==> config.mk <==
export PLATFORM = sky130hd
export DESIGN_NAME = switch_debounce_bank
export DESIGN_NICKNAME = d
export VERILOG_FILES = /design/src/rtl/switch_debounce_bank_pkg.sv /design/src/rtl/switch_debounce_bank_channel.sv /design/src/rtl/switch_debounce_bank.sv
export SDC_FILE = /design/constraint.sdc
export NUM_CORES = 1
export LEC_CHECK = 0
export BUFFER_PORTS_ARGS = -buffer_cell sky130_fd_sc_hd__buf_2
export CORE_ASPECT_RATIO = 1.4
export CORE_MARGIN = 2
export CORE_UTILIZATION = 28
export CTS_BUF_LIST = sky130_fd_sc_hd__clkbuf_8 sky130_fd_sc_hd__clkbuf_16
export DETAILED_ROUTE_END_ITERATION = 10
export SETUP_SLACK_MARGIN = 0.02
export SYNTH_ARGS = -nofsm -noshare
export SYNTH_HDL_FRONTEND = slang
export SYNTH_SLANG_ARGS = --single-unit
==> constraint.sdc <==
create_clock -name clk -period 3.1 [get_ports clk]
set_input_delay 0.155 -clock clk [delete_from_list [all_inputs] [get_ports clk]]
set_output_delay 0.155 -clock clk [all_outputs]
set_load 0.005 [all_outputs]
==> src/rtl/switch_debounce_bank_pkg.sv <==
// Shared constants and sizing helper for the switch debounce bank.
package switch_debounce_bank_pkg;

  localparam int DEB_WIDTH        = 10;
  localparam int DEB_TICK_DIV     = 100000;
  localparam int DEB_STABLE_TICKS = 20;

  // Bits needed to represent values 0..value-1, never less than one.
  function automatic int clog2(input int value);
    int r;
    r = 0;
    for (int v = value - 1; v > 0; v = v >> 1) begin
      r = r + 1;
    end
    return (r < 1) ? 1 : r;
  endfunction

endpackage

==> src/rtl/switch_debounce_bank_channel.sv <==
// One debounce lane: two-flop synchroniser, tick-qualified stability counter
// and the registered clean level.
module debounce_channel
  import switch_debounce_bank_pkg::*;
#(
  parameter int STABLE_TICKS = DEB_STABLE_TICKS
) (
  input  logic clk,
  input  logic rst,
  input  logic i_raw,
  input  logic i_tick,
  output logic o_db
);

  localparam int            CW       = clog2(STABLE_TICKS + 1);
  localparam logic [CW-1:0] LAST_CNT = CW'(STABLE_TICKS - 1);

  logic          r_s1;
  logic          r_s2;
  logic          r_db;
  logic [CW-1:0] r_cnt;

  always_ff @(posedge clk or posedge rst) begin
    if (rst) begin
      r_s1  <= 1'b0;
      r_s2  <= 1'b0;
      r_db  <= 1'b0;
      r_cnt <= '0;
    end else begin
      r_s1 <= i_raw;
      r_s2 <= r_s1;
      // Any return to the current level wipes progress, so short glitches leave no residue.
      if (r_s2 == r_db) begin
        r_cnt <= '0;
      end else if (i_tick) begin
        if (r_cnt == LAST_CNT) begin
          r_db  <= r_s2;
          r_cnt <= '0;
        end else begin
          r_cnt <= r_cnt + CW'(1);
        end
      end
    end
  end

  assign o_db = r_db;

endmodule

==> src/rtl/switch_debounce_bank.sv <==
// Debounce bank for the switch input group: shared sample-tick prescaler,
// one debounce lane per input and an all-ones flag.
module switch_debounce_bank
  import switch_debounce_bank_pkg::*;
#(
  parameter int WIDTH        = DEB_WIDTH,
  parameter int TICK_DIV     = DEB_TICK_DIV,
  parameter int STABLE_TICKS = DEB_STABLE_TICKS
) (
  input  logic             clk,
  input  logic             rst,
  input  logic [WIDTH-1:0] raw_in,
  output logic [WIDTH-1:0] db_out,
  output logic             db_all,
  output logic             tick
);

  localparam int            PW         = clog2(TICK_DIV);
  localparam logic [PW-1:0] PRESC_LAST = PW'(TICK_DIV - 1);

  logic [PW-1:0] r_presc;
  logic          w_tick;

  assign w_tick = (r_presc == PRESC_LAST);

  always_ff @(posedge clk or posedge rst) begin
    if (rst) begin
      r_presc <= '0;
    end else if (w_tick) begin
      r_presc <= '0;
    end else begin
      r_presc <= r_presc + PW'(1);
    end
  end

  assign tick = w_tick;

  generate
    for (genvar gi = 0; gi < WIDTH; gi++) begin : g_ch
      debounce_channel #(
        .STABLE_TICKS(STABLE_TICKS)
      ) u_ch (
        .clk   (clk),
        .rst   (rst),
        .i_raw (raw_in[gi]),
        .i_tick(w_tick),
        .o_db  (db_out[gi])
      );
    end
  endgenerate

  // Decoded only from the lane output registers, never from raw_in.
  assign db_all = &db_out;

endmodule

==> results.md, run 1 <==
* Post-Route Setup TNS at 0 ns
* Crit path setup slack, layout at ~0.6 ns
* First-pass GRT wire length at around 17000 um
* Cell with the most instances after synthesis: dfrtp_1
* Die area at 0.01790 mm^2
* Crit start category: flop
* Met1 usage at approximately 14%
* Via density per instance at around 5.3
* Diodes inserted at 0
* Slew Viols, Final at 0
* I/O Pins at 24
* Yosys warns at 0
* Die width at roughly 110 um
* Worst hold path class: input pin to asynchronous set/reset pin
* Most used flip-flop cell after synthesis: dfrtp_1
* Max Fanout on Critical Path at around 90
* Cell Pwr Density at 470.7 mW/mm^2
* Yosys reg bits at 97
* Input/output buffers at 23
* CP endpoint kind: flop
* Max transition margin at 44.57%
* Total gr overflow at 0
* Min Tclk post-route at ~2.5 ns
* Final Skew at ~0.0052 ns
* R2r startpoint: r_presc[0]$_DFF_PP0_
* Critical Path AT at ~2.8 ns
* Synthesized area at approximately 0.0047 mm^2
* WHS at -0.03880 ns
* Mapped Cells at 471
* GPL Wtd Cong at slightly below 0.8
* CTS buffer count at 9
* H-Tree Depth at 3
* Initial antenna violation count at 0
* Max Fclk at 0.3988 GHz
* CTS tree: yes
* Worst R2R End: g_ch[6].u_ch.r_cnt[4]$_DFFE_PP0P_
* Maximum number of pins on one net before global-route repair at between 90 and 100
* Worst Reg-to-Reg Cells at 6
* Post-synth ARST share at 100.0%
* Starting Density at between 20% and 30%
* Core box area at 0.01661 mm^2
* Synth unique cells at 32
* DPL Wire Length at 6460 um
* Failing checks: hold timing
* Crit share post-route at 80.88%
* Longest Clk Path Bufs at 2
* RSZ-0062 raised after global routing: no
* # resized after CTS at 0
* 1st-iter DRT viols at 220
* Critical path type: flop to flop
* Sink Count at 97
* Synth Area per Inst at 10.01 um^2
* Placement Setup Slack at approximately 0.65 ns
* Worst EP required at 3.36 ns
* Busiest grt layer: met2
* CP startpoint: r_presc[0]$_DFF_PP0_
* Setup violations, final at 0
* DRC violations left at 0
* GRT met2 Usage at about a fifth
* Area Growth Syn to Fin at 15.03%
* Post-synth net total at roughly 490
* Clk Latency, worst-skew pair at 0.35 ns
* DRT antenna net count at 0
* CP Capture Point: g_ch[6].u_ch.r_cnt[4]$_DFFE_PP0P_
* Reg2Reg Setup Slack at a little under 0.6 ns
* Top cell type's share of synthesized area at between 50% and 60%
* Die H at ~160 um
* Layout cells sized above 1 at 12.45%
* Maxcap violations at 0
* Placed cell count at approximately 680
* Site row count at 56
* Drt total wl at approximately 10000 um
* Worst-case vdd ir drop at about 0.37 mV
* Total power at roughly 2600 uW
* Worst Tran Pin Value at slightly above 0.8 ns
* EDFF count, synth at 0
* Total GRT Usage at approximately an eighth
* Yosys top cell by area: dfrtp_1
* DR vias at about 3700
* Outcome: finished with violations
* Number of global-route vias before repair at 3643
* Post-DR wirelength/cell at between 10 and 15 um
* First-pass detailed-route iteration total at 6
* Top cells by area, synth: dfrtp_1, or4_1, o21ai_0
* Register area share after synthesis at approximately half
* Clk Tree Root Cell: clkbuf_16
* Final Hold Fails at 31
* Worst-path clk slew at 0.07 ns
* Global routing usage on met3 at ~2.8%
* Post-layout net count at between 500 and 600
* Leak at 0.002219 uW
* Synth top cells by count: dfrtp_1, o21ai_0, a21oi_1, or4_1, nand3_1
* Finished Layout Cells at about 700
## flip-flops by register name, summed over array words and instances, names as in the netlist
signal,count
g_ch.u_ch.r_s2,10
r_presc,17
g_ch.u_ch.o_db,10
g_ch.u_ch.r_s1,10
g_ch.u_ch.r_cnt,50
## layer usage
layer | vias to the layer above | wire (um)
met4 | 0 | 172
met3 | 15 | 335
met2 | 89 | 5185
met5 | - | 0
met1 | 1844 | 4277
li1 | 1780 | -
## logic make-up (layout without fill, tap and decap cells)
| logic type | after synthesis | in the layout | synth area share (%) |
|---|---|---|---|
| buffers and inverters | 40 | 67 | 4.486 |
| adders and majority gates | 11 | 11 | 2.920 |
| muxes | 10 | 10 | 2.389 |
| and+or+nand+nor | 176 | 176 | 21.42 |
| AOI/OAI and AO/OA | 114 | 114 | 13.01 |
| DFF | 97 | 97 | 51.50 |
| xor gates and xnor gates | 23 | 23 | 4.274 |
## layout by cell type (no fill, tap or decap), drive strengths merged
cell         synthesis  layout
dfrtp               97      97
o21ai               50      50
or4                 42      42
a21oi               42      42
nand3               41      41
buf                 15      32
nand2               25      25
nor2                16      16
nor3                15      15
xnor2               14      14
nor2b               14      14
o31ai               12      12
ha                  11      11
inv                  9      11
mux2                10      10
a31oi               10      10
dlygate4sd3          0      10
xor2                 9       9
clkbuf              16       9
nand4b               6       6
nand4                6       6
and3                 3       3
and2                 3       3
clkinvlp             0       2
bufinv               0       2
nor4                 1       1
nand3b               1       1
nand4bb              1       1
or3                  1       1
and4                 1       1
clkinv               0       1
## critical path, stage by stage (launching register included)
cell	delay (ns)
dfrtp_1	0.41
ha_1	0.23
nand3_2	0.14
or3_2	0.47
buf_4	0.33
or4_1	0.58
a31oi_1	0.20
## how the worst min path moves through the flow
stage	endpoint	slack (ns)	depth (start not counted)
finish	g_ch[4].u_ch.r_cnt[3]$_DFFE_PP0P_	-0.04	2
global route	g_ch[8].u_ch.r_s2$_DFF_PP0_	0.04	2
CTS	g_ch[4].u_ch.r_cnt[3]$_DFFE_PP0P_	0.001	2
detailed placement	g_ch[6].u_ch.r_s1$_DFF_PP0_	0.26	1
global placement	g_ch[7].u_ch.r_s1$_DFF_PP0_	0.26	1
floorplan	g_ch[0].u_ch.r_s1$_DFF_PP0_	0.19	0
## repair_timing
action / 4_1_cts / 5_1_grt
hold buffers: 10 / 0
endpoints found under the hold margin: 10 / 0
buffers inserted: 0 / 0
## per-stage QoR
step	area, um^2	utilization (%)
6_report	5421	32.65
5_1_grt	5421	32.65
4_1_cts	5421	32.65
3_5_place_dp	4995	30.08
3_3_place_gp	4995	30.08
2_1_floorplan	4713	-
## power breakdown
part / internal [uW] / total [uW] / switching [uW]
registers: 1280 / 1280 / 6.07
clock network: 714 / 1210 / 495
logic: 20.4 / 58.6 / 38.1
total: 2010 / 2550 / 540
## area by class of cell
class                           instances  area [um^2]
Fill cell                            1611        11180
Sequential cell                        97         2427
Multi-Input combinational cell        334         2082
Timing Repair Buffer                   42        295.3
Tap cell                              203        254.0
Clock buffer                            9        225.2
Clock inverter                          7        101.3
Inverter                                9        36.28
Power figures use the tool's default switching activity.
==> inputs of run 2 (changes only) <==
Clock period 3.1 ns to 2.1 ns, I/O delays scaled along.
==> run 2 against run 1 <==
Compared with the run above:
- the run now ends clean
- maximum frequency is 22% higher
- core utilization is 2.3 points higher
- sequential share of layout area is 3.0 points lower
- non-clock buffer count is 24 higher
- die area stayed put
- final cell count is 3.4% higher
- clock-buffer cell count is 2 higher
- largest power group unchanged
==> results.md, run 2 (same netlist as run 1, synthesis figures left out) <==
* Outcome: completed
* CP cell instances: ha_2 > nand3_2 > or3_4 > buf_12 > buf_16 > or4_4 > a21oi_2
* Max Fclk at just under 0.5 GHz
* Max Fanout on Critical Path at 12
* RSZ-0062 raised after global routing: yes
* Setup violations, final at 0
* Finished Layout Cells at between 700 and 800
* Clk Tree Root Cell: clkbuf_16
* Reg power frac at around half
* Leak at ~0.0024 uW
* Crit share post-route at 98.25%
* Top flop regs: g_ch.u_ch.r_cnt (50), r_presc (17)
* Placement Setup Slack at -0.05420 ns
* First-pass detailed-route iteration total at 4
* DPL Wire Length at approximately 6600 um
* Die width at around 110 um
* WL met3 at 415 um
* Critical path type: flop to flop
* DRT antenna net count at 0
* Slowest CP cell: or4_4
* Area Growth Syn to Fin at 23.23%
* Starting Density at between 20% and 30%
* Diodes inserted at 0
* Placed Area at 0.005134 mm^2
* 1st-iter DRT viols at around 210
* Fill cell count at around 1600
* Most common cell after layout, fill and taps aside: dfrtp_1
* Worst EP required at approximately 2.4 ns
* Maximum number of pins on one net before global-route repair at just under 100
* Post-route cell area at 0.005808 mm^2
* Input/output buffers at 23
* CTS tree: yes
* Most frequent cells in the layout: dfrtp_1, o21ai_0, nand3_1
* Site row count at 56
* M1 wire length at 4666 um
* Critical Path AT at 2.34 ns
* Initial antenna violation count at 0
* Sink Count at a little under 100
* Post-DR wirelength/cell at between 15 and 20 um
* Cell Int Power at roughly 2900 uW
* Crit start category: flop
* Sw Share at 21.34%
* Slowest stage delay, CP at a little over 0.5 ns
* Worst hold path class: flop to flop
* Max transition margin at approximately 62%
* Worst-case vdd ir drop at around 0.59 mV
* Die H at ~160 um
* Min Tclk post-route at about 2.1 ns
* GPL Wtd Cong at 0.7838
* I/O Pins at 24
* WP buf/inv at 2
* Worst Tran Pin Value at roughly 0.56 ns
* First-pass GRT wire length at roughly 18000 um
* Routed wl met2 at ~5800 um
* Slew Viols, Final at 0
* Crit path setup slack, layout at approximately 0.037 ns
* Cell Pwr Density at about 640 mW/mm^2
* Total power at about 3700 uW
* DR vias at approximately 3800
* Most flops, register: g_ch.u_ch.r_cnt
* CTS buffer count at 9
* Longest Clk Path Bufs at 2
* Gate power share at 2.4%
* Layout cells sized above 1 at a little over a fifth
* DRC violations left at 0
* Placed cell count at 690
* Total GRT Usage at roughly 13%
* Max FFs per register at 50
* Die area at around 0.018 mm^2
* CP endpoint kind: flop
* Number of global-route vias before repair at 3790
* Final Skew at 0.007497 ns
* Top routing layer in use: met4
* Core box area at about 0.017 mm^2
* NetSw at about 790 uW
* Clk Latency, worst-skew pair at between 0.3 and 0.4 ns
* Clock network power share at 46.4%
* Maxcap violations at 0
* Delay-heaviest family, CP: simple AND/OR/NAND/NOR gates
* H-Tree Depth at 3
* Post-layout net count at 540
* Drt total wl at around 11000 um
* Final Hold Fails at 0
* Total gr overflow at 0
* Worst-path clk slew at 0.07 ns
* Via density per instance at roughly 5.3
==> run 2: final timing paths <==
kind,start,to,slack [ns],cells after the start
max,r_presc[1]$_DFF_PP0_,g_ch[4].u_ch.r_cnt[2]$_DFFE_PP0P_,0.04,7
min,g_ch[6].u_ch.r_s1$_DFF_PP0_,g_ch[6].u_ch.r_s2$_DFF_PP0_,0.35,0
max reg2reg,r_presc[1]$_DFF_PP0_,g_ch[4].u_ch.r_cnt[2]$_DFFE_PP0P_,0.04,7
min reg2reg,g_ch[6].u_ch.r_s1$_DFF_PP0_,g_ch[6].u_ch.r_s2$_DFF_PP0_,0.35,0
max in group asynchronous,rst,g_ch[9].u_ch.r_cnt[1]$_DFFE_PP0P_,1.21,4
min in group asynchronous,rst,r_presc[13]$_DFF_PP0_,0.41,4
==> run 2: per-stage QoR <==
stage | util, % | TNS, ns | hold slack (ns)
3_5_place_dp | 30.91 | -0.3582 | 0.2144
2_1_floorplan | - | 0 | 0.1364
6_report | 34.98 | 0 | 0.3481
3_3_place_gp | 30.91 | 0 | 0.2131
4_1_cts | 33.91 | 0 | 0.3494
5_1_grt | 34.98 | -0.04174 | 0.3614
==> run 2: area by class of cell <==
class / count / area [um^2] / area share [%]
flip-flops and latches: 97 / 2427 / 41.79
inverters: 9 / 37.54 / 0.6463
multi-input cells: 334 / 2191 / 37.72
clock inverters: 5 / 63.81 / 1.099
well taps: 203 / 254.0 / 4.373
repair buffers: 66 / 581.8 / 10.02
clock buffers: 11 / 252.7 / 4.352
==> run 2: timing repair <==
action                     CTS  global route
setup endpoints to repair   32            26
hold endpoints to repair   107             0
resized for setup            2            28
cloned                       2             1
buffers inserted             0             5
hold buffers                11             0
pin swaps                    0            18
==> run 2: routing by layer <==
metal | vias up | track usage [%]
met5 | - | 0
met3 | 14 | 2.233
li1 | 1820 | -
met4 | 0 | 4.239
met1 | 1924 | 14.82
met2 | 76 | 23.58
==> run 2: power by group through the flow <==
stage	clock network (uW)	logic [uW]	registers [uW]
finish	1720	90.1	1900
global route	1830	104	1900
CTS	1760	91.4	1900
detailed placement	0	76.1	1930
global placement	0	74.9	1930
floorplan	0	44.1	1930
==> inputs of run 3 (changes only) <==
Settings changed: CTS_BUF_LIST sky130_fd_sc_hd__clkbuf_8 sky130_fd_sc_hd__clkbuf_16 to sky130_fd_sc_hd__clkbuf_2.
==> run 3 against run 2 <==
Compared with the run above:
- the run now ends with setup timing left
- maximum frequency is 7.2% lower
- sequential power hardly changed
- clock power is 46% lower
- critical path depth is 1 lower
- die area stayed put
- worst hold slack worse by 0.23 ns
- critical endpoint is now g_ch[7].u_ch.r_cnt[4]$_DFFE_PP0P_
- highest routed layer unchanged
==> results.md, run 3 (same netlist as run 1, synthesis figures left out) <==
* Initial antenna violation count at 1
* Reg2Reg Setup Slack at -0.12 ns
* Drt total wl at 11570 um
* Input/output buffers at 23
* Critical Path AT at ~2.8 ns
* Most flops, register: g_ch.u_ch.r_cnt
* Failing checks: setup timing
* Worst hold path class: input pin to asynchronous set/reset pin
* CTS tree: yes
* Worst EP required at about 2.6 ns
* Number of global-route vias before repair at 3842
* Worst-path clk slew at ~0.26 ns
* Area Growth Syn to Fin at 21.98%
* M1 wire length at about 5000 um
* WL met3 at approximately 300 um
* RSZ-0062 raised after global routing: yes
* First-pass detailed-route iteration total at 4
* Max transition margin at between 50% and 60%
* DRC violations left at 0
* Final Skew at 0.02928 ns
* Post-DR wirelength/cell at about 16 um
* Max Fanout on Critical Path at 11
* Min Tclk post-route at 2.223 ns
* DR vias at 3849
* Core box area at about 0.017 mm^2
* Worst-case vdd ir drop at about 0.46 mV
* Clk Tree Root Cell: clkbuf_2
* Layout cells sized above 1 at about a quarter
* Max Fclk at approximately 0.45 GHz
* Post-Route Setup TNS at -1.125 ns
* Critical path type: flop to flop
* Routed wl met2 at roughly 6100 um
* Final Hold Fails at 0
* Die width at between 100 and 150 um
* I/O Pins at 24
* Top flop regs: g_ch.u_ch.r_cnt (50), r_presc (17)
* Maximum number of pins on one net before global-route repair at a little under 100
* DPL Wire Length at between 6000 and 7000 um
* Longest Clk Path Bufs at 2
* Via density per instance at 5.265
* CP endpoint kind: flop
* Crit path setup slack, layout at -0.1233 ns
* Crit start category: flop
* Outcome: finished with violations
* CTS buffer count at 9
* WHS at about 0.12 ns
* Crit share post-route at 105.9%
* Site row count at between 50 and 60
* DRT antenna net count at 0
* Worst Tran Pin Value at approximately 0.7 ns
* Most frequent cells in the layout: dfrtp_1, o21ai_0, nand3_1
* Die H at roughly 160 um
* 1st-iter DRT viols at between 200 and 250
* Final design utilization at approximately 35%
* First-pass GRT wire length at 18490 um
* H-Tree Depth at 3
* Post-layout net count at 545
* Leak at around 0.0024 uW
* Total gr overflow at 0
* Clk Latency, worst-skew pair at 0.60 ns
* Die area at approximately 0.018 mm^2
* Slew Viols, Final at 0
* Cell Pwr Density at just over 500 mW/mm^2
* Maxcap violations at 0
* Setup violations, final at 26
* Top routing layer in use: met4
* Sink Count at slightly below 100
* GPL Wtd Cong at 0.7838
* Most common cell after layout, fill and taps aside: dfrtp_1
* Starting Density at 28.38%
* Max FFs per register at 50
* Total GRT Usage at a little over an eighth
-- run 3: changes by cell type in the layout (fill, tap and decap cells not counted), sizes merged --
| cell | before | now |
|---|---|---|
| buf | 53 | 57 |
| diode | 0 | 1 |
| clkinv | 3 | 5 |
| clkbuf | 12 | 11 |
-- run 3: what timing repair did --
item	CTS	global route
hold endpoints to repair	107	0
setup buffers	7	3
cloned	3	2
pin swaps	40	14
hold buffers	11	0
gates resized for setup	11	41
endpoints found under the setup margin	41	43
-- run 3: path summary, 6_finish.rpt --
kind,depth (start not counted),start,endpoint
setup reg to reg,6,r_presc[14]$_DFF_PP0_,g_ch[7].u_ch.r_cnt[4]$_DFFE_PP0P_
setup / recovery,6,r_presc[14]$_DFF_PP0_,g_ch[7].u_ch.r_cnt[4]$_DFFE_PP0P_
max in group asynchronous,4,rst,g_ch[2].u_ch.r_s1$_DFF_PP0_
hold reg to reg,0,g_ch[6].u_ch.r_s1$_DFF_PP0_,g_ch[6].u_ch.r_s2$_DFF_PP0_
hold / removal,4,rst,r_presc[13]$_DFF_PP0_
min in group clk,2,raw_in[5],g_ch[5].u_ch.r_s1$_DFF_PP0_
-- run 3: cell type report --
class,instances,area (um^2)
Fill cell,1609,10860
Sequential cell,97,2427
Multi-Input combinational cell,334,2268
Timing Repair Buffer,71,643.1
Tap cell,203,254.0
Clock inverter,7,71.32
Clock buffer,9,45.04
Inverter,9,37.54
Antenna cell,1,2.502
-- run 3: worst max-delay path, stage by stage (launching register included) --
cell and delay [ns]:
dfrtp_1 0.46, nand4bb_4 0.24, or3_4 0.43, buf_12 0.14, buf_4 0.18, or4_4 0.54, a31oi_4 0.17
-- run 3: metrics by stage --
stage | cell area [um^2] | worst slack (ns) | instances | total power (uW)
3_3_place_gp | 5134 | 0.009168 | 690 | 2007
2_1_floorplan | 4717 | 0.04937 | 471 | 1974
4_1_cts | 5558 | -0.1706 | 727 | 2949
5_1_grt | 5749 | -0.2188 | 731 | 3048
3_5_place_dp | 5134 | -0.05420 | 690 | 2009
6_report | 5749 | -0.1233 | 731 | 2925
-- run 3: power breakdown --
part / total (uW) / internal [uW] / switching, uW
Clock: 931 / 273 / 658
Combinational: 92.3 / 31.5 / 60.8
Sequential: 1900 / 1890 / 9.53
-- run 3: metal layers --
layer  track usage, %  vias to the layer above
li1                 -                     1835
met1            15.34                     1925
met2            23.78                       71
met3            2.772                       18
met4            4.239                        0
met5                0                        -
